**src/rtl/distance_filter_pkg.sv**
```systemverilog
// Shared widths, FSM state type and sample struct for the distance filter.
// Also holds the clamp helper used on each converted quotient.
package distance_filter_pkg;
    localparam int RAW_W     = 22;
    localparam int CM_W      = 9;
    localparam int SUM_W     = 11;
    localparam int WIN_DEPTH = 4;
    localparam int PTR_W     = $clog2(WIN_DEPTH);
    localparam int DIV_W     = 12;
    localparam int STEP_W    = $clog2(RAW_W + 1);

    typedef enum logic [1:0] {IDLE, DIV, UPDATE} state_t;

    typedef struct packed {
        logic [CM_W-1:0] cm;
        logic            oor;
    } sample_t;

    function automatic sample_t clamp_cm(input logic [RAW_W-1:0] q,
                                         input logic [RAW_W-1:0] max_cm);
        sample_t s;
        s.oor = (q > max_cm);
        s.cm  = s.oor ? max_cm[CM_W-1:0] : q[CM_W-1:0];
        return s;
    endfunction
endpackage

```
**src/rtl/seq_divider.sv**
```systemverilog
// Restoring divider, one quotient bit per cycle, MSB first. The dividend register
// doubles as the quotient shift register; done flags the cycle of the final step.
module seq_divider
    import distance_filter_pkg::*;
(
    input  logic             clk,
    input  logic             rst,
    input  logic             start,
    input  logic [RAW_W-1:0] dividend,
    input  logic [DIV_W-1:0] divisor,
    output logic             done,
    output logic [RAW_W-1:0] quotient
);
    logic [DIV_W-1:0]  rem;
    logic [DIV_W:0]    rem_sh;
    logic [STEP_W-1:0] step;
    logic              running;
    logic              fits;

    assign rem_sh = {rem, quotient[RAW_W-1]};
    assign fits   = (rem_sh >= {1'b0, divisor});
    assign done   = running && (step == STEP_W'(RAW_W - 1));

    always_ff @(posedge clk or posedge rst) begin
        if (rst) begin
            quotient <= '0;
            rem      <= '0;
            step     <= '0;
            running  <= 1'b0;
        end else if (start) begin
            quotient <= dividend;
            rem      <= '0;
            step     <= '0;
            running  <= 1'b1;
        end else if (running) begin
            quotient <= {quotient[RAW_W-2:0], fits};
            // rem_sh - divisor is always below divisor, so it fits back in DIV_W bits
            rem      <= fits ? DIV_W'(rem_sh - {1'b0, divisor}) : rem_sh[DIV_W-1:0];
            step     <= step + 1'b1;
            if (done)
                running <= 1'b0;
        end
    end
endmodule

```
**src/rtl/distance_filter.sv**
```systemverilog
// Echo-count to centimetre converter with 4-sample moving average and a
// hysteresis near flag. One sample in flight; edges seen while busy are dropped.
module distance_filter
    import distance_filter_pkg::*;
#(
    parameter int CYCLES_PER_CM = 2900,
    parameter int MAX_CM        = 400,
    parameter int NEAR_CM       = 30,
    parameter int FAR_CM        = 40
) (
    input  logic             clk,
    input  logic             rst,
    input  logic             ready,
    input  logic [RAW_W-1:0] distance_raw,
    output logic [CM_W-1:0]  distance_cm,
    output logic [CM_W-1:0]  avg_cm,
    output logic             out_of_range,
    output logic             near,
    output logic             out_valid,
    output logic             busy
);
    localparam logic [DIV_W-1:0] DIVISOR = DIV_W'(CYCLES_PER_CM);

    state_t                         state;
    logic                           ready_q, rise, div_start, div_done;
    logic [RAW_W-1:0]               quotient;
    logic [WIN_DEPTH-1:0][CM_W-1:0] win;
    logic [PTR_W-1:0]               ptr;
    logic [SUM_W-1:0]               sum, sum_nxt;
    logic [CM_W-1:0]                avg_nxt;
    logic                           near_nxt;
    sample_t                        smp;

    assign rise      = ready & ~ready_q;
    assign div_start = (state == IDLE) && rise;

    seq_divider u_div (
        .clk      (clk),
        .rst      (rst),
        .start    (div_start),
        .dividend (distance_raw),
        .divisor  (DIVISOR),
        .done     (div_done),
        .quotient (quotient)
    );

    // Oldest entry sits at the write pointer, so it is swapped out of the sum.
    assign smp     = clamp_cm(quotient, RAW_W'(MAX_CM));
    assign sum_nxt = sum - SUM_W'(win[ptr]) + SUM_W'(smp.cm);
    assign avg_nxt = CM_W'(sum_nxt >> 2);

    always_comb begin
        near_nxt = near;
        if (avg_nxt <= CM_W'(NEAR_CM))
            near_nxt = 1'b1;
        else if (avg_nxt >= CM_W'(FAR_CM))
            near_nxt = 1'b0;
    end

    always_ff @(posedge clk or posedge rst) begin
        if (rst) begin
            state        <= IDLE;
            ready_q      <= 1'b0;
            win          <= '0;
            ptr          <= '0;
            sum          <= '0;
            distance_cm  <= '0;
            avg_cm       <= '0;
            out_of_range <= 1'b0;
            near         <= 1'b0;
            out_valid    <= 1'b0;
            busy         <= 1'b0;
        end else begin
            ready_q   <= ready;
            out_valid <= 1'b0;
            case (state)
                IDLE: if (rise) begin
                    state <= DIV;
                    busy  <= 1'b1;
                end
                DIV: if (div_done)
                    state <= UPDATE;
                UPDATE: begin
                    distance_cm  <= smp.cm;
                    out_of_range <= smp.oor;
                    avg_cm       <= avg_nxt;
                    near         <= near_nxt;
                    win[ptr]     <= smp.cm;
                    sum          <= sum_nxt;
                    ptr          <= ptr + 1'b1;
                    out_valid    <= 1'b1;
                    busy         <= 1'b0;
                    state        <= IDLE;
                end
                default: state <= IDLE;
            endcase
        end
    end
endmodule

```
**config.mk**
```make
export PLATFORM = sky130hd
export DESIGN_NAME = distance_filter
export DESIGN_NICKNAME = d
export VERILOG_FILES = /design/src/rtl/distance_filter_pkg.sv /design/src/rtl/seq_divider.sv /design/src/rtl/distance_filter.sv
export SDC_FILE = /design/constraint.sdc
export NUM_CORES = 1
export LEC_CHECK = 0
export BUFFER_PORTS_ARGS = -buffer_cell sky130_fd_sc_hd__buf_2
export CAP_MARGIN = 20
export CORE_MARGIN = 1
export CORE_UTILIZATION = 25
export DETAILED_ROUTE_END_ITERATION = 10
export HOLD_SLACK_MARGIN = 0.1
export PLACE_DENSITY = 0.49
export SLEW_MARGIN = 40
export SYNTH_ARGS = -nofsm -noshare
export SYNTH_HDL_FRONTEND = slang
export SYNTH_SLANG_ARGS = --single-unit
```
**constraint.sdc**
```tcl
create_clock -name clk -period 8.6 [get_ports clk]
set_clock_uncertainty 0.1 [all_clocks]
set_input_delay 0.86 -clock clk [delete_from_list [all_inputs] [get_ports clk]]
set_output_delay 0.86 -clock clk [all_outputs]
set_load 0.01 [all_outputs]
```
After elaboration in Yosys (flattened, before gate mapping)
Cells that the tools add are included.
W data, S select, Z words.
Word-level totals
  flip-flop bits (word level): 114
  input bits: 25
  output and inout bits: 22
  word-level logic and storage cells: 70
Cells by class
  $add $sub $neg: 5
  magnitude comparators: 6
  eq/ne operators: 5
  multiplexer cells: 24
  bitwise gates (word level): 2
  reductions and logical operators: 10
Operators with widths (count)
  $mux W22: 2
  $bwmux W36: 1
  $mux W12: 3
  $mux W9: 3
  $gt A22 B9 Y1 const B: 1
  $bmux W9 S2: 1
  $demux W9 S2: 1
  $ge A13 B12 Y1 const B: 1
  $sub A12 B12 Y12 const B: 1
  $add A11 B9 Y11: 1
  $sub A11 B9 Y11: 1
  $mux W5: 2
  $ge A9 B6 Y1 const B: 1
  $le A9 B5 Y1 const B: 1
  $mux W1: 7
  $reduce_and A2 Y1: 3
  $reduce_bool A2 Y1: 3
  $add A5 B1 Y5 const B: 1
  $eq A5 B5 Y1 const B: 1
  $mux W2: 2
  $ne A2 B2 Y1 const B: 2
  $pmux W2 S2: 1
  $logic_and A1 B1 Y1: 3
  $lt A2 B3 Y1 const B: 1
  other kinds (8): 8

Depth between registers and ports, before layout
Gate-level depths: netlist of the first run.
  word-level depth: 7
  gate-level depth with buffers: 14

By module
A second synthesis of the first run with hierarchy kept.
Second synthesis, totals
  cell total of the unflattened synthesis: 666
  area total of the unflattened synthesis: 6254.7 µm²
By module, submodules not included
  distance_filter: instances 1, cells each 387, area an instance 3707.3 µm², sequential area each 1626.6 µm²
  seq_divider: instances 1, cells each 279, area an instance 2547.4 µm², sequential area each 1001.0 µm²

Worst setup path before layout of the first run
Ideal clock, no wire load.
  kind: reg-to-reg
  start: reg u_div.quotient[0]
  end: reg near
  setup time: 0.142 ns
  arrival time: 3.290 ns
  data required time: 8.358 ns
  slack: 5.069 ns
  stages on the path, launching flop included: 14
  buffers on the path: 0
  period minus slack after synthesis: 3.531 ns
  path through: dfrtp_1 > o41ai_1 > nand2_1 > a31oi_4 > nand2_1 > fa_1 > inv_1 > fa_1 > a21o_1 > a21oi_1 > xor2_1 > or4_1 > nor3_1 > a211oi_1
On the way
  word-level cells in the longest chain between the ends: 6
  elaborated cells between the ends (all ways): 8
Ends and longest elaborated chain
  start: declaration: RTL line seq_divider.sv:12  | output logic [RAW_W-1:0] quotient
  start signal: assignment: RTL line seq_divider.sv:31  | quotient <= dividend;
  start signal: assignment: RTL line seq_divider.sv:36  | quotient <= {quotient[RAW_W-2:0], fits};
  $gt A22 B9 Y1: RTL line distance_filter_pkg.sv:22  | s.oor = (q > max_cm);
  $mux W9 (*): RTL line distance_filter_pkg.sv:23  | s.cm = s.oor ? max_cm[CM_W-1:0] : q[CM_W-1:0];
  $add A11 B9 Y11 (*): RTL line distance_filter.sv:49  | assign sum_nxt = sum - SUM_W'(win[ptr]) + SUM_W'(smp.cm);
  $le A9 B5 Y1 or $ge A9 B6 Y1 (tied branches): RTL line distance_filter.sv:54, distance_filter.sv:56
  $reduce_bool A2 Y1 (no line)
  $reduce_and A2 Y1 (no line)
  end signal: assignment: RTL line distance_filter.sv:87  | near <= near_nxt;
  end: declaration: RTL line distance_filter.sv:18  | output logic near,
Every way passes the cells marked *; elsewhere a longest branch is shown, timed or not.
A chain may end at the register's enable or synchronous reset.

Worst setup path after layout of the first run
  start: reg u_div.quotient[21]
  end: reg near
On the way
  word-level cells in the longest chain between the ends: 6
  elaborated cells between the ends (all ways): 8
Ends and longest elaborated chain (RTL line)
  $gt A22 B9 Y1 (*): distance_filter_pkg.sv:22
  $mux W9 (*): distance_filter_pkg.sv:23
  $add A11 B9 Y11 (*): distance_filter.sv:49
  $le A9 B5 Y1 or $ge A9 B6 Y1 (tied branches): distance_filter.sv:54, distance_filter.sv:56
  $reduce_bool A2 Y1 (no line)
  $reduce_and A2 Y1 (no line)
Marked as above.

==> out/results.tsv, run 1 <==
stage	metric	value	unit
clock_network	clk-insertion-delay-late	0.35	ns
clock_network	htreeDepth	3	
floorplanning	boundaryPins	47	
routing	wl_per_cell	13.7	microns
synth	syn_area	5560	sq um
sta	fin_crit	4.11	ns
job	cap_violations	0	
hold_path	hold_path_class	in -> async	
routing	drt_iter0_drc	184	
clock_network	ctsRootBufferMaster	clkbuf_16	
clock_network	clk_pin_slew	0.07	ns
synth	synth_area_leaders	dfrtp_1 (47%), o21ai_0 (8.6%), nand2_1 (7.0%), mux2i_1 (4.3%), ha_1 (4.3%)	
synth	async_reset_ff_share	100	%
floorplanning	start_util	25.5	%
power_and_ir_drop	internal-power	1.24	mW
global_routing	grt_pass1_wl	20300	microns
floorplanning	dieArea	22800	sq um
clock_network	ctsResizeCount	0	
clock_network	ctsHoldBuffers	0	
synth	ys_types	60	
setup_path	cp_max_fo	8	
setup_path	path_common_cell	fa_1	
clock_network	postCtsSetupRepairBufs	0	
power_and_ir_drop	p_comb_share	35.9	%
clock_network	clkSinkCount	105	
setup_path	cp_slowest_cell	fa_1	
sta	final.setup.tns	0	ns
floorplanning	core_area	21800	sq um
power_and_ir_drop	clockPowerShare	23.8	%
synth	synth_top_cell_area_share	47.3	%
setup_path	cp.arrival	4.27	ns
finish	utilization	29.2	%
power_and_ir_drop	power_switching	0.711	mW
sta	finalMaxSlewViolations	0	
synth	post_synth.cell_area_avg	9.89	sq um
synth	synth_top_family_by_area	compound AO/OA/AOI/OAI gates	
setup_path	r2r_end	near	
setup_path	critPathKind	reg -> reg	
placement	portBuffers	46	
power_and_ir_drop	p_leak	2.94	nW
finish	final_cell_mix	nand2_1 (104), dfrtp_1 (104), o21ai_0 (95)	
setup_path	crit_family	compound AO/OA/AOI/OAI gates	
power_and_ir_drop	sw_frac_of_total	36.3	%
setup_path	crit_path_start_kind	register	
sta	fin_ws	4.49	ns
floorplanning	die_h	151	microns
finish	areaGrowthSynthToFinish	14.6	%
synth	synth_seq_cells	105	
sta	rsz0062_at_grt	no	
synth	synth_top_area_cell	dfrtp_1	
sta	maxSlewHeadroom	52.6	%
setup_path	path_buf_inv	1	
power_and_ir_drop	p_seq_share	40.3	%
synth	synth_simple_gate_area_share	12.6	%
synth	yosys_warnings	0	
setup_path	crit_required	8.76	ns
finish	drive_gt1_share	15.1	%
synth	synthAdderAreaFrac	7.52	%
synth	synth-xor-area-share	3.31	%
sta	worstMarginPinSlew	0.712	ns
global_routing	grt_start_max_net_pins	82	
setup_path	crit_path_max_incr_delay	0.56	ns
status	outcome	finished, final reports clean	
placement	detailedPlacementHpwl	8360	microns
floorplanning	num_rows	54	
setup_path	regToRegSetupSlack	4.49	ns
synth	syn_inst	562	
setup_path	crit_chain	nor4_1 -> nand4_1 -> a31oi_4 -> nand2_1 -> fa_1 -> inv_1 -> fa_1 -> a21o_1 -> a221oi_2 -> a21oi_1 -> xnor2_1 -> o211ai_1 -> a211oi_1	
global_routing	grt_pass1_vias	3753	
power_and_ir_drop	powerDensity	307	nW/um^2
setup_path	timing.rr.start	u_div.quotient[21]	
clock_network	cts_tree	done	
setup_path	r2r_cells	13	
global_routing	gr-total-overflow	0	
clock_network	cts_buffer_depth	2	
clock_network	numCtsBuffers	9	
placement	pre_cts_ws	4.49	ns
routing	via_per_inst	4.35	
routing	remaining_drc_errors	0	
synth	synth_compound_area_share	15.5	%
floorplanning	dieWidth	151	microns
sta	setup_viol	0	
synth	yosys_most_used_dff	dfrtp_1	
routing	ant_nets	0	
sta	max_freq	243	MHz
sta	finalHoldViolCount	0	
synth	synth_mux_area_share	8.44	%
routing	vias	3813	
global_routing	antenna_found_initial	0	
synth	ys_seq_area_share	47.3	%
power_and_ir_drop	peakVddDrop	0.147	mV
placement	gp_congestion	0.750	
synth	syn_nets	615	
sta	post-route-period-util	47.8	%
synth	synth-edff-count	0	
setup_path	endpoint_kind	register	
routing	first_pass_iters	4	
routing	wl	12000	microns
global_routing	track_usage	11.6	%
finish	nets	644	
finish	diodes	0	
[how the worst max path moves through the flow]
stage,startpoint,end,depth (start not counted)
after floorplan,rst,avg_cm[0],1
after global placement,u_div.quotient[0],near,13
after detailed placement,u_div.quotient[21],near,13
after CTS,u_div.quotient[21],near,13
after global routing,u_div.quotient[10],near,13
final,u_div.quotient[21],near,13
[sequential cells by signal (all words and copies together), names as in the netlist]
signal          flops
near                1
u_div.rem          12
u_div.quotient     22
avg_cm              9
busy                1
out_of_range        1
state               2
ready_q             1
u_div.running       1
u_div.step          5
win                36
sum                 2
out_valid           1
distance_cm         9
ptr                 2
[power by group through the flow]
stage	logic [mW]	clock network, mW	registers, mW
after floorplan	0.624	0	0.724
after global placement	0.705	0	0.799
after detailed placement	0.706	0	0.799
after CTS	0.709	0.481	0.791
after global routing	0.804	0.500	0.817
final	0.702	0.465	0.789
[metal layers]
layer | track usage, % | share of wire, %
met1 | 16.7 | 53
met5 | 0 | 0
met2 | 17.1 | 43
met3 | 2.83 | 3.8
met4 | 3.30 | 1.1
[kinds of logic after synthesis]
kind of cell	count (synthesis)
mux	35
simple gates	158
compound gates	146
flops	105
buf+inv	69
fa+ha+maj	28
xor+xnor	21
[cell type report]
type / count / area (sq um)
tap: 280 / 350
fill: 2294 / 15500
timing repair buffer: 49 / 259
inverter: 38 / 145
multi-input combinational: 388 / 2640
clock buffer: 12 / 267
sequential: 105 / 2630
clock inverter: 4 / 73.8
[synth_stat cells, types with 2 or more instances]
cell,n
nor3_1,4
buf_4,9
a31oi_1,2
nand2_1,104
a21o_1,4
xnor2_1,12
nor2b_1,2
mux4_2,9
inv_1,37
nand3_1,5
ha_1,19
clkbuf_1,20
o21ai_0,95
nand4_1,4
a21oi_1,23
nor2_1,19
xor2_1,9
mux2i_1,24
fa_1,9
o21a_1,2
nor4_1,2
dfrtp_1,105
nand2b_1,5
and3_1,2
[per-stage QoR]
step	cell area [sq um]	std cells	total power, mW	hold WS (ns)
2_1_floorplan	5560	562	1.35	0.345
3_3_place_gp	6020	860	1.50	0.358
3_5_place_dp	6030	860	1.51	0.359
4_1_cts	6370	876	1.98	0.374
5_1_grt	6370	876	2.12	0.392
6_report	6370	876	1.96	0.371
Note: power is estimated with default switching activity, not from simulation.
==> run 2: changes to the inputs <==
==> constraint.sdc (replaced) <==
create_clock -name clk -period 3.9 [get_ports clk]
set_clock_uncertainty 0.1 [all_clocks]
set_input_delay 0.39 -clock clk [delete_from_list [all_inputs] [get_ports clk]]
set_output_delay 0.39 -clock clk [all_outputs]
set_load 0.01 [all_outputs]
==> out/results.tsv, run 2 (same netlist as run 1, synthesis figures left out) <==
stage	metric	value	unit	change
status	outcome	finished, final reports clean		
power_and_ir_drop	powerDensity	670	nW/um^2	+120%
setup_path	cp_max_fo	8		unchanged
clock_network	cts_tree	done		
setup_path	critPathKind	reg -> reg		
setup_path	cp.arrival	3.92	ns	-0.35 ns
floorplanning	boundaryPins	47		unchanged
floorplanning	core_area	21800	sq um	unchanged
floorplanning	die_h	151	microns	unchanged
clock_network	clk_pin_slew	0.07	ns	about the same
floorplanning	num_rows	54		unchanged
sta	post-route-period-util	97.4	%	+50 points
finish	drive_gt1_share	19.2	%	+4.1 points
finish	final_common_cell	dfrtp_1		
global_routing	grt_start_max_net_pins	68		-17%
routing	vias	3986		+4.5%
clock_network	htreeDepth	3		unchanged
job	cap_violations	0		unchanged
finish	regMostFlops	win		
clock_network	numCtsBuffers	9		unchanged
clock_network	cts_buffer_depth	2		unchanged
sta	max_freq	263	MHz	+8.2%
finish	nets	667		+3.6%
floorplanning	start_util	25.5	%	unchanged
routing	first_pass_iters	4		unchanged
global_routing	gr-total-overflow	0		unchanged
setup_path	cp_slowest_cell	fa_1		
setup_path	regToRegSetupSlack	0.10	ns	-4.39 ns
setup_path	endpoint_kind	register		
finish	diodes	0		unchanged
sta	maxSlewHeadroom	58.3	%	+5.7 points
routing	drt_iter0_drc	90		-51%
setup_path	crit_required	4.02	ns	-4.74 ns
placement	gp_congestion	0.753		+0.39%
global_routing	track_usage	11.7	%	+0.14 points
floorplanning	dieArea	22800	sq um	unchanged
sta	finalMaxSlewViolations	0		unchanged
placement	portBuffers	46		unchanged
setup_path	cp-startpoint	u_div.quotient[10]		
setup_path	crit_chain	nor4_2 -> nand4_1 -> a31oi_4 -> nand2_2 -> fa_1 -> inv_2 -> fa_2 -> a21o_1 -> a221oi_2 -> a21oi_1 -> xnor2_1 -> buf_4 -> buf_4 -> o21ai_0		
sta	final.setup.tns	0	ns	unchanged
sta	setup_viol	0		unchanged
placement	detailedPlacementHpwl	8920	microns	+6.7%
placement	pre_cts_ws	0.0382	ns	-4.45 ns
setup_path	path_common_cell	buf_4		
finish	reg_top3	win x36, u_div.quotient x22, u_div.rem x12		
power_and_ir_drop	p_leak	3.03	nW	+3.2%
sta	fin_ws	0.100	ns	-4.39 ns
finish	final_cell_mix	dfrtp_1 (104), nand2_1 (101), o21ai_0 (95)		
routing	ant_nets	0		unchanged
setup_path	crit_path_start_kind	register		
hold_path	hold_path_class	in -> reg		
sta	worstMarginPinSlew	0.625	ns	-0.0861 ns
clock_network	clkSinkCount	105		unchanged
finish	largest_register_ffs	36		unchanged
routing	remaining_drc_errors	0		unchanged
hold_path	hold_end	u_div.quotient[17]		
floorplanning	dieWidth	151	microns	unchanged
power_and_ir_drop	peakVddDrop	0.308	mV	+110%
sta	fin_crit	3.80	ns	-0.312 ns
routing	via_per_inst	4.43		+1.9%
routing	wl_per_cell	13.8	microns	+0.23%
global_routing	antenna_found_initial	0		unchanged
routing	wl	12400	microns	+2.9%
setup_path	r2r_end	avg_cm[6]		
finish	areaGrowthSynthToFinish	18.0	%	
setup_path	timing.rr.start	u_div.quotient[10]		
clock_network	ctsRootBufferMaster	clkbuf_16		
sta	rsz0062_at_grt	yes		
global_routing	grt_pass1_wl	20600	microns	+1.7%
clock_network	clk-insertion-delay-late	0.35	ns	about the same
hold_path	worstHoldStart	distance_raw[17]		
hold_path	holdPathStages	3		
global_routing	grt_pass1_vias	3919		+4.4%
setup_path	r2r_cells	14		+1
setup_path	crit_path_max_incr_delay	0.54	ns	-0.02 ns
sta	finalHoldViolCount	0		unchanged
## run 2: timing repair
action / 4_1_cts / 5_1_grt
hold buffers: 2 / 0
setup endpoints to repair: 0 / 2
hold endpoints to repair: 67 / 0
buffers inserted: 0 / 2
gates resized for setup: 0 / 11
## run 2: how the worst max path moves through the flow
stage	to	slack, ns	cells past startpoint
6_report	avg_cm[6]	0.10	14
5_1_grt	near	-0.16	14
4_1_cts	near	0.02	13
3_5_place_dp	near	0.04	13
3_3_place_gp	near	0.09	13
2_1_floorplan	near	0.37	13
## run 2: layer usage
layer | part of all wire (%) | vias up | GRT usage (%)
met2 | 43 | 63 | 17.2
li1 | - | 2024 | -
met3 | 4.1 | 10 | 2.83
met1 | 52 | 1889 | 17.1
met5 | 0 | - | 0
met4 | 0.94 | 0 | 3.00
## run 2: final cells by class
class / count / area, sq um
Clock inverter: 5 / 55.1
Inverter: 38 / 148
Clock buffer: 11 / 243
Tap cell: 280 / 350
Timing Repair Buffer: 72 / 455
Fill cell: 2334 / 15300
Sequential cell: 105 / 2630
Multi-Input combinational cell: 388 / 2680
## run 2: report_power, final
group	total [mW]	leakage, nW	internal [mW]	switching, mW
clock network	0.921	0.142	0.514	0.408
registers	1.68	1.37	1.37	0.313
logic	1.79	1.52	0.890	0.903
## run 2: metrics by stage
step | cell area [sq um] | cells | hold WS (ns) | util [%] | power (mW)
CTS | 6510 | 897 | 0.124 | 29.8 | 4.38
detailed placement | 6190 | 879 | 0.368 | 28.4 | 3.44
floorplan | 5560 | 562 | 0.321 | - | 2.97
finish | 6560 | 899 | 0.138 | 30.1 | 4.40
global route | 6560 | 899 | 0.144 | 30.1 | 4.76
global placement | 6190 | 879 | 0.359 | 28.4 | 3.43
## run 2: worst max-delay path, delay by kind of cell, from the launching register on
| family | cells | cell delay, ns |
|---|---|---|
| adder cells (fa/ha/maj) | 2 | 0.91 |
| XOR/XNOR | 1 | 0.25 |
| AND/OR/NAND/NOR | 3 | 0.64 |
| flip-flops | 1 | 0.40 |
| buffers and inverters | 3 | 0.29 |
| AO/OA/AOI/OAI | 5 | 1.07 |
